[config.mk]
export PLATFORM = sky130hd
export DESIGN_NAME = demux_stream
export DESIGN_NICKNAME = d
export VERILOG_FILES = /design/src/rtl/demux_stream.sv
export SDC_FILE = /design/constraint.sdc
export NUM_CORES = 1
export LEC_CHECK = 0
export CORE_MARGIN = 1.5
export CORE_UTILIZATION = 46
export CTS_CLUSTER_DIAMETER = 80
export DETAILED_ROUTE_END_ITERATION = 6
export PLACE_DENSITY_LB_ADDON = 0.05
export SETUP_SLACK_MARGIN = 0.1
export SYNTH_ARGS = -nofsm -noshare
export SYNTH_HDL_FRONTEND = slang
export SYNTH_SLANG_ARGS = --single-unit
[constraint.sdc]
create_clock -name clk -period 3.78 [get_ports clk]
set_input_delay 1.134 -clock clk [delete_from_list [all_inputs] [get_ports clk]]
set_output_delay 1.134 -clock clk [all_outputs]
set_load 0.05 [all_outputs]
[src/rtl/demux_stream.sv]
// Registered 1-to-N stream demultiplexer with per-channel one-deep output registers.
// The target channel comes from sel (addressed mode) or an internal round-robin pointer (scan mode).
module demux_stream #(
  parameter int WIDTH = 8,
  parameter int N_OUT = 8,
  parameter int SEL_W = $clog2(N_OUT)
) (
  input  logic                   clk,
  input  logic                   rst_n,
  input  logic [WIDTH-1:0]       in_data,
  input  logic                   in_valid,
  output logic                   in_ready,
  input  logic [SEL_W-1:0]       sel,
  input  logic                   mode,
  output logic [N_OUT*WIDTH-1:0] out_data,
  output logic [N_OUT-1:0]       out_valid,
  input  logic [N_OUT-1:0]       out_ready,
  output logic [SEL_W-1:0]       rr_ptr,
  output logic                   sel_err
);

  localparam logic [SEL_W:0]   N_OUT_W = (SEL_W+1)'(N_OUT);
  localparam logic [SEL_W-1:0] LAST_CH = SEL_W'(N_OUT - 1);

  logic [N_OUT-1:0][WIDTH-1:0] data_q, data_d;
  logic [N_OUT-1:0]            valid_q, valid_d;
  logic [N_OUT-1:0]            load;
  logic [SEL_W-1:0]            rr_q, rr_d;
  logic                        sel_err_q, sel_err_d;
  logic [SEL_W-1:0]            tgt;
  logic                        tgt_ok;
  logic                        accept;

  assign tgt    = mode ? rr_q : sel;
  assign tgt_ok = {1'b0, tgt} < N_OUT_W;

  // Out-of-range targets are always ready so the offending word is swallowed, not stalled.
  assign in_ready = tgt_ok ? (!valid_q[tgt] || out_ready[tgt]) : 1'b1;
  assign accept   = in_valid && in_ready;

  genvar gi;
  generate
    for (gi = 0; gi < N_OUT; gi++) begin : g_load
      assign load[gi] = accept && tgt_ok && (tgt == SEL_W'(gi));
    end
  endgenerate

  always_comb begin
    data_d  = data_q;
    valid_d = valid_q;
    for (int k = 0; k < N_OUT; k++) begin
      if (load[k]) begin
        data_d[k]  = in_data;
        valid_d[k] = 1'b1;
      end else if (out_ready[k]) begin
        valid_d[k] = 1'b0;
      end
    end
  end

  always_comb begin
    rr_d = rr_q;
    if (accept && mode) begin
      rr_d = (rr_q == LAST_CH) ? '0 : rr_q + 1'b1;
    end
  end

  assign sel_err_d = accept && !tgt_ok;

  always_ff @(posedge clk) begin
    if (!rst_n) begin
      data_q    <= '0;
      valid_q   <= '0;
      rr_q      <= '0;
      sel_err_q <= 1'b0;
    end else begin
      data_q    <= data_d;
      valid_q   <= valid_d;
      rr_q      <= rr_d;
      sel_err_q <= sel_err_d;
    end
  end

  assign out_data  = data_q;
  assign out_valid = valid_q;
  assign rr_ptr    = rr_q;
  assign sel_err   = sel_err_q;

endmodule

==> results.sh, run 1 <==
export IMPL_peakVddDrop_mv=0.316
export IMPL_die_height_um=85.5
export IMPL_fp_dieW_um=85.5
export IMPL_hold_class="reg2reg"
export IMPL_final_hold_violation_count=0
export IMPL_critical_path_max_stage_delay_ns=0.54
export IMPL_cp_common_cell="buf_12"
export IMPL_synthesized_area_per_cell_um2=9.95
export IMPL_synth_seq_cells=75
export IMPL_synth_cell_area_um2=3130
export IMPL_insertedDiodeCount=0
export IMPL_synth_sequential_area_ratio_pct=47.9
export IMPL_critPathLaunchType="input port"
export IMPL_report_final_slew_viol_count=0
export IMPL_final_net_count=479
export IMPL_critical_path_endpoint_category="primary output"
export IMPL_detailedRoute_firstPassIterationCount=6
export IMPL_final_cell_area_um2=4780
export IMPL_synthDominantAreaCellType="dfxtp_1"
export IMPL_wl_per_cell_um=16.8
export IMPL_slew_limit_headroom_pct=64.0
export IMPL_post_placement_cell_area_um2=4320
export IMPL_final_cell_mix="clkdlybuf4s50_1 (87), nand2_1 (85), dfxtp_1 (75), mux2i_1 (69), buf_4 (48)"
export IMPL_failing_checks="DRC"
export IMPL_setup_failing_eps_final=0
export IMPL_avgViaCountPerCell=5.17
export IMPL_clockBufferDepth=2
export IMPL_pwrdens_nw_per_um2=375
export IMPL_max_slew_worst_pin_slew_ns=0.539
export IMPL_crit_family="multiplexers"
export IMPL_r2r_start="rr_ptr[0]"
export IMPL_final_util_pct=74.0
export IMPL_run_status="finished, violations left"
export IMPL_first_global_vias=2753
export IMPL_timing_reg2reg_setup_slack_ns=0.54
export IMPL_drc_viols=6
export IMPL_fin_skew_ns=0.00966
export IMPL_setup_worst_path_class="in2out"
export IMPL_drtIter0Drc=109
export IMPL_netlist_cell_type_count=35
export IMPL_seq_area_um2=1500
export IMPL_critical_path_slowest_cell="mux4_2"
export IMPL_whs_endpoint="out_data[42]"
export IMPL_ys_warn_count=0
export IMPL_yosys_top_cell_area_share_pct=47.9
export IMPL_critPathRequiredTime_ns=2.65
export IMPL_grt_start_max_net_pins=37
export IMPL_synthToLayoutAreaGrowth_pct=52.5
export IMPL_postRouteWirelength_um=8990
export IMPL_placeableCoreArea_um2=6460
export IMPL_drive_above_1_share_pct=19.4
export IMPL_synth_ff_type="dfxtp_1"
export IMPL_grt_pass1_wl_um=14300
export IMPL_insertion_delay_ns=0.35
export IMPL_grt_overflow_total=0
export IMPL_detail_placement_hpwl_um=5760
export IMPL_path_max_fanout=7
export IMPL_worstPathCellList="buf_12 -> nand2_4 -> a21boi_4 -> mux4_2 -> nand4_1 -> and2_4 -> buf_12"
export IMPL_layout_cells_most_common="clkdlybuf4s50_1"
export IMPL_hold_path_startpoint="out_data[42]"
export IMPL_cts_htree_levels=3
export IMPL_worst_hold_path_num_cells=2
export IMPL_max_cap_viol_count=0
export IMPL_setup_repair_after_global_routing_missed_its_margin="no"
export IMPL_crit_reg2reg_capture="rr_ptr[0]"
export IMPL_path_buf_inv=2
export IMPL_syn_inst=315
export IMPL_path_clk_slew_ns=0.08
export IMPL_async_reset_ff_share_pct=0
export IMPL_cts_root_buf="clkbuf_8"
export IMPL_synth_edff_count=0
export IMPL_io_buf_count=98
export IMPL_multi_input_comb_area_um2=1510
export IMPL_syn_nets=340
export IMPL_grtUsageTotal_pct=25.8
export IMPL_ant_nets=0
export IMPL_ctsHoldBuffers=0
export IMPL_gp_routability_congestion=0.922
export IMPL_filler_cell_count=462
export IMPL_cts_sink_count=75
export IMPL_antenna_found_initial=0
export IMPL_numCtsBuffers=9
export IMPL_io_pins=100
export IMPL_post_route_period_util_pct=96.4
export IMPL_power_leakage_nw=1.83
export IMPL_critPathArrivalTime_ns=2.51
export IMPL_period_minus_slack_ns=3.64
export IMPL_synthTopCellsByArea="dfxtp_1 (48%), mux2i_1 (22%), nand2_1 (10%)"
export IMPL_tritoncts_clock_tree="done"
export IMPL_via_count=2769
export IMPL_std_cell_rows=29
export IMPL_max_clock_freq_ghz=0.275
export IMPL_r2r_worst_path_cells=17
export IMPL_initial_utilization_pct=48.5
export IMPL_die_area_um2=7320
## per-layer routing
metal	wire length (um)	track usage (%)
met1	3920	32.4
met2	4180	42.1
met3	612	7.03
met4	286	10.9
met5	0	0
## registers in the layout, indices dropped and copies added (netlist names)
signal	count
out_valid	8
rr_ptr	3
out_data	64
## cell usage after synthesis, types with 2 or more instances
cell type and number:
buf_6 5, nand2b_1 3, buf_2 2, buf_4 5, ha_1 2, clkbuf_1 11
nor2b_1 8, nand3_1 2, dfxtp_1 75, o21ai_0 3, nand2_1 85, a311o_1 2
nor2_1 3, mux4_2 2, o21a_1 8, inv_1 2, and2_1 9, mux2i_1 69
nand4_1 2, a21o_1 2
## cell families after synthesis
kind of cell	share of synthesized area, %
compound gates	6.59
flops	47.9
simple gates	16.1
buf+inv	4.99
fa+ha+maj	0.799
mux	23.5
other cells	0.120
## how the worst max path moves through the flow
stage	cells after the start	end	slack (ns)	startpoint
2_1_floorplan	6	in_ready	0.14	mode
3_3_place_gp	7	in_ready	-0.34	mode
3_5_place_dp	7	in_ready	-0.37	mode
4_1_cts	6	in_ready	0.10	out_ready[2]
5_1_grt	7	in_ready	0.08	mode
6_report	7	in_ready	0.14	mode
## per-stage QoR
stage	setup slack [ns]	setup TNS, ns	hold slack, ns	power, mW	instances
final	0.137	0	0.459	1.79	536
after global routing	0.0798	0	0.478	1.86	536
after CTS	0.102	0	0.461	1.80	534
after detailed placement	-0.367	-0.367	0.445	1.10	494
after global placement	-0.335	-0.335	0.441	1.10	494
after floorplan	0.141	0	0.674	0.997	315
## area by class of cell
type	instances	area share (%)
multi-input combinational	214	31.5
tap	77	2.02
inverter	3	0.236
clock buffer	11	2.96
clock inverter	5	1.78
timing repair buffer	151	30.0
sequential	75	31.4
## power breakdown
part / internal, mW / switching [mW]
sequential: 0.809 / 0.0151
combinational: 0.113 / 0.163
clock: 0.393 / 0.298
## worst reg2reg max path, cell delays in order (launching register included)
cell and delay [ns]:
dfxtp_1 0.61, inv_1 0.13, a311o_1 0.40, o21ai_2 0.08, nand4_1 0.16, buf_4 0.17
buf_4 0.12, buf_4 0.13, buf_4 0.12, buf_4 0.13, buf_4 0.13, buf_4 0.12
buf_4 0.12, buf_4 0.12, buf_4 0.13, buf_4 0.12, nand4_1 0.18, mux2i_1 0.20
## what timing repair did
item	4_1_cts	5_1_grt
pin swaps	5	7
setup buffers	24	3
hold endpoints to repair	0	0
setup endpoints to repair	1	4
gates resized for setup	16	23
Note: power is estimated with default switching activity, not from simulation.
==> run 2, diff against run 1 <==
Settings changed: CORE_UTILIZATION 46 to 56, DONT_BUFFER_PORTS set to 1.
==> run 2 against run 1 <==
Effect of this change:
- setup slack gained 0.10 ns
- die area shrank 17%
- worst hold slack gained 0.17 ns
- design area shrank 31%
- fmax grew 2.9%
- largest cell class is now registers
- first-iteration DRC count shrank 14%
- critical path depth shrank 2
- the flow now finishes without violations
- sequential power grew 7.6%
- largest power group unchanged
- critical endpoint unchanged
- total power shrank 12%
- via count shrank 22%
- wire length shrank 21%
- register-to-register slack gained 0.76 ns
==> results.sh, run 2 (synthesized netlist as in run 1, its figures left out) <==
export IMPL_clockBufferDepth=2
export IMPL_drive_above_1_share_pct=8.09
export IMPL_max_cap_viol_count=0
export IMPL_critical_path_depth=5
export IMPL_io_buf_count=0
export IMPL_wl_per_cell_um=18.5
export IMPL_placeableCoreArea_um2=5440
export IMPL_critical_path_max_stage_delay_ns=0.54
export IMPL_setup_worst_path_class="in2out"
export IMPL_tns_ns=0
export IMPL_critical_path_startpoint="mode"
export IMPL_grt_pass1_wl_um=11000
export IMPL_worstPathCellList="nand2_2 -> a21boi_4 -> mux4_2 -> nand4_1 -> and2_2"
export IMPL_grtUsageTotal_pct=24.2
export IMPL_synthToLayoutAreaGrowth_pct=4.91
export IMPL_fin_skew_ns=0.0123
export IMPL_cts_htree_levels=3
export IMPL_first_global_vias=2052
export IMPL_io_pins=100
export IMPL_cts_root_buf="clkbuf_8"
export IMPL_peakVddDrop_mv=0.283
export IMPL_path_max_fanout=17
export IMPL_cts_post_setup_buffers_inserted=0
export IMPL_postRouteWirelength_um=7060
export IMPL_fp_dieW_um=77.8
export IMPL_die_height_um=77.8
export IMPL_std_cell_rows=27
export IMPL_pwr_share_comb_pct=6.0
export IMPL_finalWorstSetupSlack_ns=0.240
export IMPL_post_route_period_util_pct=93.6
export IMPL_tritoncts_clock_tree="done"
export IMPL_report_final_slew_viol_count=0
export IMPL_final_hold_violation_count=0
export IMPL_largest_register_ffs=64
export IMPL_die_area_um2=6050
export IMPL_drtIter0Drc=94
export IMPL_avgViaCountPerCell=5.64
export IMPL_power_leakage_nw=1.16
export IMPL_max_clock_freq_ghz=0.282
export IMPL_gp_routability_congestion=0.861
export IMPL_layout_cells_most_common="nand2_1"
export IMPL_detailedRoute_firstPassIterationCount=4
export IMPL_grt_start_max_net_pins=87
export IMPL_detail_placement_hpwl_um=4770
export IMPL_antenna_found_initial=0
export IMPL_setup_failing_eps_final=0
export IMPL_r2r_worst_path_cells=6
export IMPL_timing_reg2reg_setup_slack_ns=1.30
export IMPL_insertedDiodeCount=0
export IMPL_ant_nets=0
export IMPL_final_net_count=330
export IMPL_power_report_internal_total_mw=1.17
export IMPL_run_status="complete, no violations"
export IMPL_final_cell_mix="nand2_1 (85), dfxtp_1 (75), mux2i_1 (69), clkbuf_8 (10)"
export IMPL_via_count=2149
export IMPL_path_clk_slew_ns=0.08
export IMPL_critPathArrivalTime_ns=2.41
export IMPL_seq_power_share_pct=56.0
export IMPL_initial_utilization_pct=57.6
export IMPL_crit_family="multiplexers"
export IMPL_cts_sink_count=75
export IMPL_path_buf_inv=0
export IMPL_critical_path_endpoint_category="primary output"
export IMPL_r2r_start="rr_ptr[0]"
export IMPL_critical_path_endpoint="in_ready"
export IMPL_pwrdens_nw_per_um2=482
export IMPL_critPathRequiredTime_ns=2.65
export IMPL_power_switching_mw=0.417
export IMPL_numCtsBuffers=9
export IMPL_hold_class="reg2reg"
export IMPL_placement_setup_worst_slack_ns=0.242
export IMPL_grt_overflow_total=0
export IMPL_switching_fraction_of_total_power_pct=26.4
export IMPL_period_minus_slack_ns=3.54
export IMPL_ctsHoldBuffers=0
export IMPL_drc_viols=0
export IMPL_slew_limit_headroom_pct=56.3
export IMPL_crit_reg2reg_capture="out_data[2]"
export IMPL_insertion_delay_ns=0.34
export IMPL_setup_repair_after_global_routing_missed_its_margin="no"
export IMPL_critical_path_slowest_cell="mux4_2"
export IMPL_share_clk_of_total_power_pct=38.0
export IMPL_max_slew_worst_pin_slew_ns=0.655
export IMPL_critPathLaunchType="input port"
export IMPL_cts_repair_resized=0
-- run 2: changes by cell type in the layout (fill, tap and decap cells not counted), sizes merged --
cell	delta
dlymetal6s2s	-3
clkdlybuf4s50	-87
inv	-1
buf	-55
bufinv	-1
clkdlybuf4s15	-1
clkinv	+1
clkbuf	-3
-- run 2: metrics by stage --
stage | hold slack [ns] | area (um^2) | utilization, % | cells | power (mW)
floorplan | 0.674 | 3130 | - | 315 | 0.997
global placement | 0.599 | 3090 | 56.9 | 366 | 1.00
detailed placement | 0.610 | 3090 | 56.9 | 366 | 1.00
CTS | 0.623 | 3290 | 60.4 | 381 | 1.60
global route | 0.687 | 3290 | 60.4 | 381 | 1.64
finish | 0.624 | 3290 | 60.4 | 381 | 1.58
-- run 2: final cells by class --
cell class | instances | area (um^2)
multi-input combinational | 214 | 1480
clock inverter | 4 | 51.3
fill | 490 | 2150
sequential | 75 | 1500
inverter | 3 | 11.3
tap | 72 | 90.1
clock buffer | 11 | 141
timing repair buffer | 2 | 15.0
-- run 2: worst min path at each step --
| stage | startpoint | end | slack (ns) | cells past startpoint |
|---|---|---|---|---|
| finish | rr_ptr[0] | rr_ptr[0] | 0.62 | 2 |
| global placement | rr_ptr[0] | rr_ptr[0] | 0.60 | 2 |
| CTS | rr_ptr[0] | rr_ptr[0] | 0.62 | 2 |
| global route | rr_ptr[0] | rr_ptr[0] | 0.69 | 2 |
| floorplan | out_data[0] | out_data[0] | 0.67 | 2 |
| detailed placement | rr_ptr[0] | rr_ptr[0] | 0.61 | 2 |
-- run 2: layer usage --
metal	global-route usage, %	routed length, um
met2	37.0	3310
met3	8.00	612
met5	0	0
met4	9.27	64
met1	31.4	3080
-- run 2: tightest hold or removal path, stage by stage, from the launching register on --
cell and delay [ns]:
dfxtp_1 0.42, nand2_1 0.10, mux2i_1 0.06
-- run 2: power by group through the flow --
stage          combinational [mW]  sequential, mW  clock [mW]
2_1_floorplan              0.0932           0.904           0
3_3_place_gp               0.0946           0.906           0
3_5_place_dp               0.0957           0.906           0
4_1_cts                    0.0958           0.887       0.615
5_1_grt                     0.103           0.889       0.650
6_report                   0.0951           0.887       0.601
==> RTL edit 1: new RTL, settings of run 2 <==
Set the parameter `N_OUT` to 16 (it was 8).
--- a/src/rtl/demux_stream.sv
+++ b/src/rtl/demux_stream.sv
@@ -3,5 +3,5 @@
 module demux_stream #(
   parameter int WIDTH = 8,
-  parameter int N_OUT = 8,
+  parameter int N_OUT = 16,
   parameter int SEL_W = $clog2(N_OUT)
 ) (
Interface: changed (5 resized); port bits go from 100 to 182. The function was not compared with the original's and may differ.
==> RTL edit 1 against run 2 <==
The flow now finishes with violations (negative setup slack); sequential power rose by 87%; total power up 120%; cell area is 110% higher; utilization rose by 6.8 points; clock power rose to 2.6 times the old value; clock skew rose by 0.0067 ns; critical endpoint unchanged; highest routed layer unchanged; synthesized area is 89% higher; die area increased by 85%; sequential cell count grew 73; wire length is 120% higher; setup slack worse by 0.37 ns; critical path type unchanged.
==> RTL edit 1: results (changes against run 2) <==
clk pwr 1.58 mW (was 0.601 mW); Initial Util 57.5% (was 57.6%); top cells by area, synth dfxtp_1, mux2i_1, nand2_1, and4_1, buf_4 (was dfxtp_1, mux2i_1, nand2_1, o21a_1, and2_1); pin count of the biggest net entering global routing 161 (was 87); number of global-route vias before repair 4274 (was 2052); WL per Instance 20.7 um (was 18.5 um); critical-path maximum fanout 22 (was 17); Initial DRC Count 251 (was 94); mean area per synthesized cell 10.1 um^2 (was 9.95 um^2); clock insertion delay at the later pin of the skew report 0.53 ns (was 0.34 ns); routed vias/inst 5.76 (was 5.64); met3 wire len 1.49 mm (was 612 um); CTS Buffer Depth 2 (unchanged); slowest CP cell a2111oi_4 (was mux4_2); clk_skew 0.0190 ns (was 0.0123 ns); DRT Pass-1 Iters 5 (was 4); initial antenna violation count 0 (unchanged); met1 usage 33.2% (was 31.4%); leakage 2.44 nW (was 1.16 nW); clk slew on worst S/H paths 0.06 ns (was 0.08 ns); # setup viols final 1 (was 0); library cells used by synthesis 38 (was 35); P_int 2.57 mW (was 1.17 mW); Combinational Power Share 5.0% (was 6.0%); post-placement cell count 703 (was 366); DR WL met2 7.34 mm (was 3.31 mm); hold path start rr_ptr[1] (was rr_ptr[0]); Layout Cells excl Fill 737 (was 381); CP startpoint mode (unchanged); Sw Share 24.7% (was 26.4%); multi-input logic area 2730 um^2 (was 1480 um^2); CTS resizes 3 (was 0); met2 GRT Util 45.0% (was 37.0%); RePlAce Congestion 0.898 (was 0.861); Slew @ Worst Pin 0.798 ns (was 0.655 ns); filler instances 795 (was 490); layout cell share with drive strength beyond 1 12.6% (was 8.09%); Worst EP arrival 2.77 ns (was 2.41 ns); gr usage total 27.7% (was 24.2%); post-DP HPWL 10.1 mm (was 4.77 mm); worst slack at placement -0.168 ns (was 0.242 ns); fin worst setup slack -0.127 ns (was 0.240 ns); delay-heaviest family, CP buffers and inverters (was multiplexers); htree depth 4 (was 3); CP peak stage delay 0.38 ns (was 0.54 ns); nets 621 (was 330); Seq/Total Area, Yosys 50.1% (was 47.9%); outcome finished with violations (was complete, no violations); total CTS buffers 17 (was 9); setup TNS -0.127 ns (was 0 ns); global-route wire length before repair 23.6 mm (was 11.0 mm); Placement Cell Area 6280 um^2 (was 3090 um^2); met1 WL 6.27 mm (was 3.08 mm); grt met3 use 10.9% (was 8.00%); failing checks negative setup slack
[RTL edit 1: cells by family after synthesis]
family | after synthesis | share of synthesized area (%)
AOI/OAI and AO/OA | 40 | 4.83
DFF | 148 | 50.1
muxes | 143 | 24.9
buffers and inverters | 53 | 4.53
other | 1 | 0.0635
and+or+nand+nor | 198 | 15.3
adders and majority gates | 1 | 0.212
[RTL edit 1: area by class of cell]
cell class | count | area share (%)
sequential | 148 | 42.9
multi-input combinational | 383 | 39.5
timing repair buffer | 35 | 6.81
clock buffer | 19 | 6.39
tap | 136 | 2.46
clock inverter | 13 | 1.79
inverter | 3 | 0.163
[RTL edit 1: worst paths after layout]
check / end / slack (ns) / cells past startpoint
worst min-delay path: rr_ptr[1] / 0.62 / 2
worst max-delay path: in_ready / -0.13 / 9
worst max register to register: out_data[102] / 0.91 / 10
worst min register to register: rr_ptr[1] / 0.62 / 2
==> RTL edit 2: new RTL, config.mk and constraints of run 2 <==
Without the edit above. Make the reset (`rst_n`) asynchronous in one clocked block.
--- a/src/rtl/demux_stream.sv
+++ b/src/rtl/demux_stream.sv
@@ -68,5 +68,5 @@
   assign sel_err_d = accept && !tgt_ok;
 
-  always_ff @(posedge clk) begin
+  always_ff @(posedge clk or negedge rst_n) begin
     if (!rst_n) begin
       data_q    <= '0;
Behaviour: differs if rst_n is asserted again (counterexample within 4 cycles, from zero or initial values and one cycle with rst_n low); with rst_n held inactive, the same outputs for 10 cycles.
==> RTL edit 2 against run 2 <==
Setup slack worse by 0.030 ns; synthesized area up 2.2%; cell count down 20%; wire length down 4.0%; sequential cell count unchanged; cell area up 8.1%; critical endpoint unchanged; largest cell class unchanged.
Power is not shown: default switching activity piles up to over one toggle a cycle in this logic, so the estimate is an artifact.
==> RTL edit 2: results (changes against run 2) <==
filler instances 426 (was 490); met2 GRT Util 37.9% (was 37.0%); R2R Path End out_data[24] (was out_data[2]); Worst slew margin 62.6% (was 56.3%); Clock Buffer Count 12 (was 11); number of global-route vias before repair 2014 (was 2052); clk tree area frac 6.19% (was 5.86%); clk_skew 0.00962 ns (was 0.0123 ns); outcome complete, no violations (unchanged); Initial DRC Count 97 (was 94); met3 wire len 715 um (was 612 um); post-DP HPWL 4.88 mm (was 4.77 mm); Post-synth top cells dfrtp_1, mux2_1, inv_1, mux2i_1, mux2_4 (was nand2_1, dfxtp_1, mux2i_1, clkbuf_1, and2_1); pin count of the biggest net entering global routing 76 (was 87); grt met3 use 10.5% (was 8.00%); Placement Cell Area 3330 um^2 (was 3090 um^2); DR WL met2 3.25 mm (was 3.31 mm); global-route wire length before repair 11.0 mm (about the same); FF-to-FF setup slack 1.01 ns (was 1.30 ns); Seq. cell area 1880 um^2 (was 1500 um^2); Hold WS 0.477 ns (was 0.624 ns); nets 254 (was 330); via count 1815 (was 2149); routed wire length 6.78 mm (was 7.06 mm); R2R Path Start rr_ptr[0] (unchanged); met1 usage 29.6% (was 31.4%); Post-synth ARST share 100% (was 0%); RePlAce Congestion 0.913 (was 0.861); inverter count 11 (was 3); multi-input gates 123 (was 214); top cells by area, synth dfrtp_1, mux2_1, mux2_4, mux2i_1, nor3_4 (was dfxtp_1, mux2i_1, nand2_1, o21a_1, and2_1); non-clk buf share 1.90% (was 0.457%); layout cell share with drive strength beyond 1 17.9% (was 8.09%); Non-clk bufs 9 (was 2)
RTL edit 2: changes by cell type after synthesis, moves of 4 or more:
cell	change
buf_6	-5
dfxtp_1	-75
o21a_1	-7
and2_1	-9
nand2_1	-81
mux2i_1	-59
inv_1	+9
mux2_4	+8
dfrtp_1	+75
a21o_1	+4
mux2_1	+58
nor2b_1	-8
clkbuf_1	-9
RTL edit 2: metrics by stage:
step	util, %	setup slack [ns]	std cells
after detailed placement	60.6	0.212	290
after global placement	60.6	0.215	290
after floorplan	-	0.154	217
final	64.6	0.210	306
after CTS	64.6	0.212	306
after global routing	64.6	0.156	306
RTL edit 2: cell families after synthesis:
group	share of synthesized area [%]
buf+inv	2.70
flops	58.6
compound gates	4.69
mux	28.0
other cells	0.117
fa+ha+maj	0.781
simple gates	5.12
RTL edit 2: critical path, stage by stage:
cell and delay (ns):
mux2i_4 0.25, mux4_2 0.52, and3b_1 0.23, nor2_4 0.30
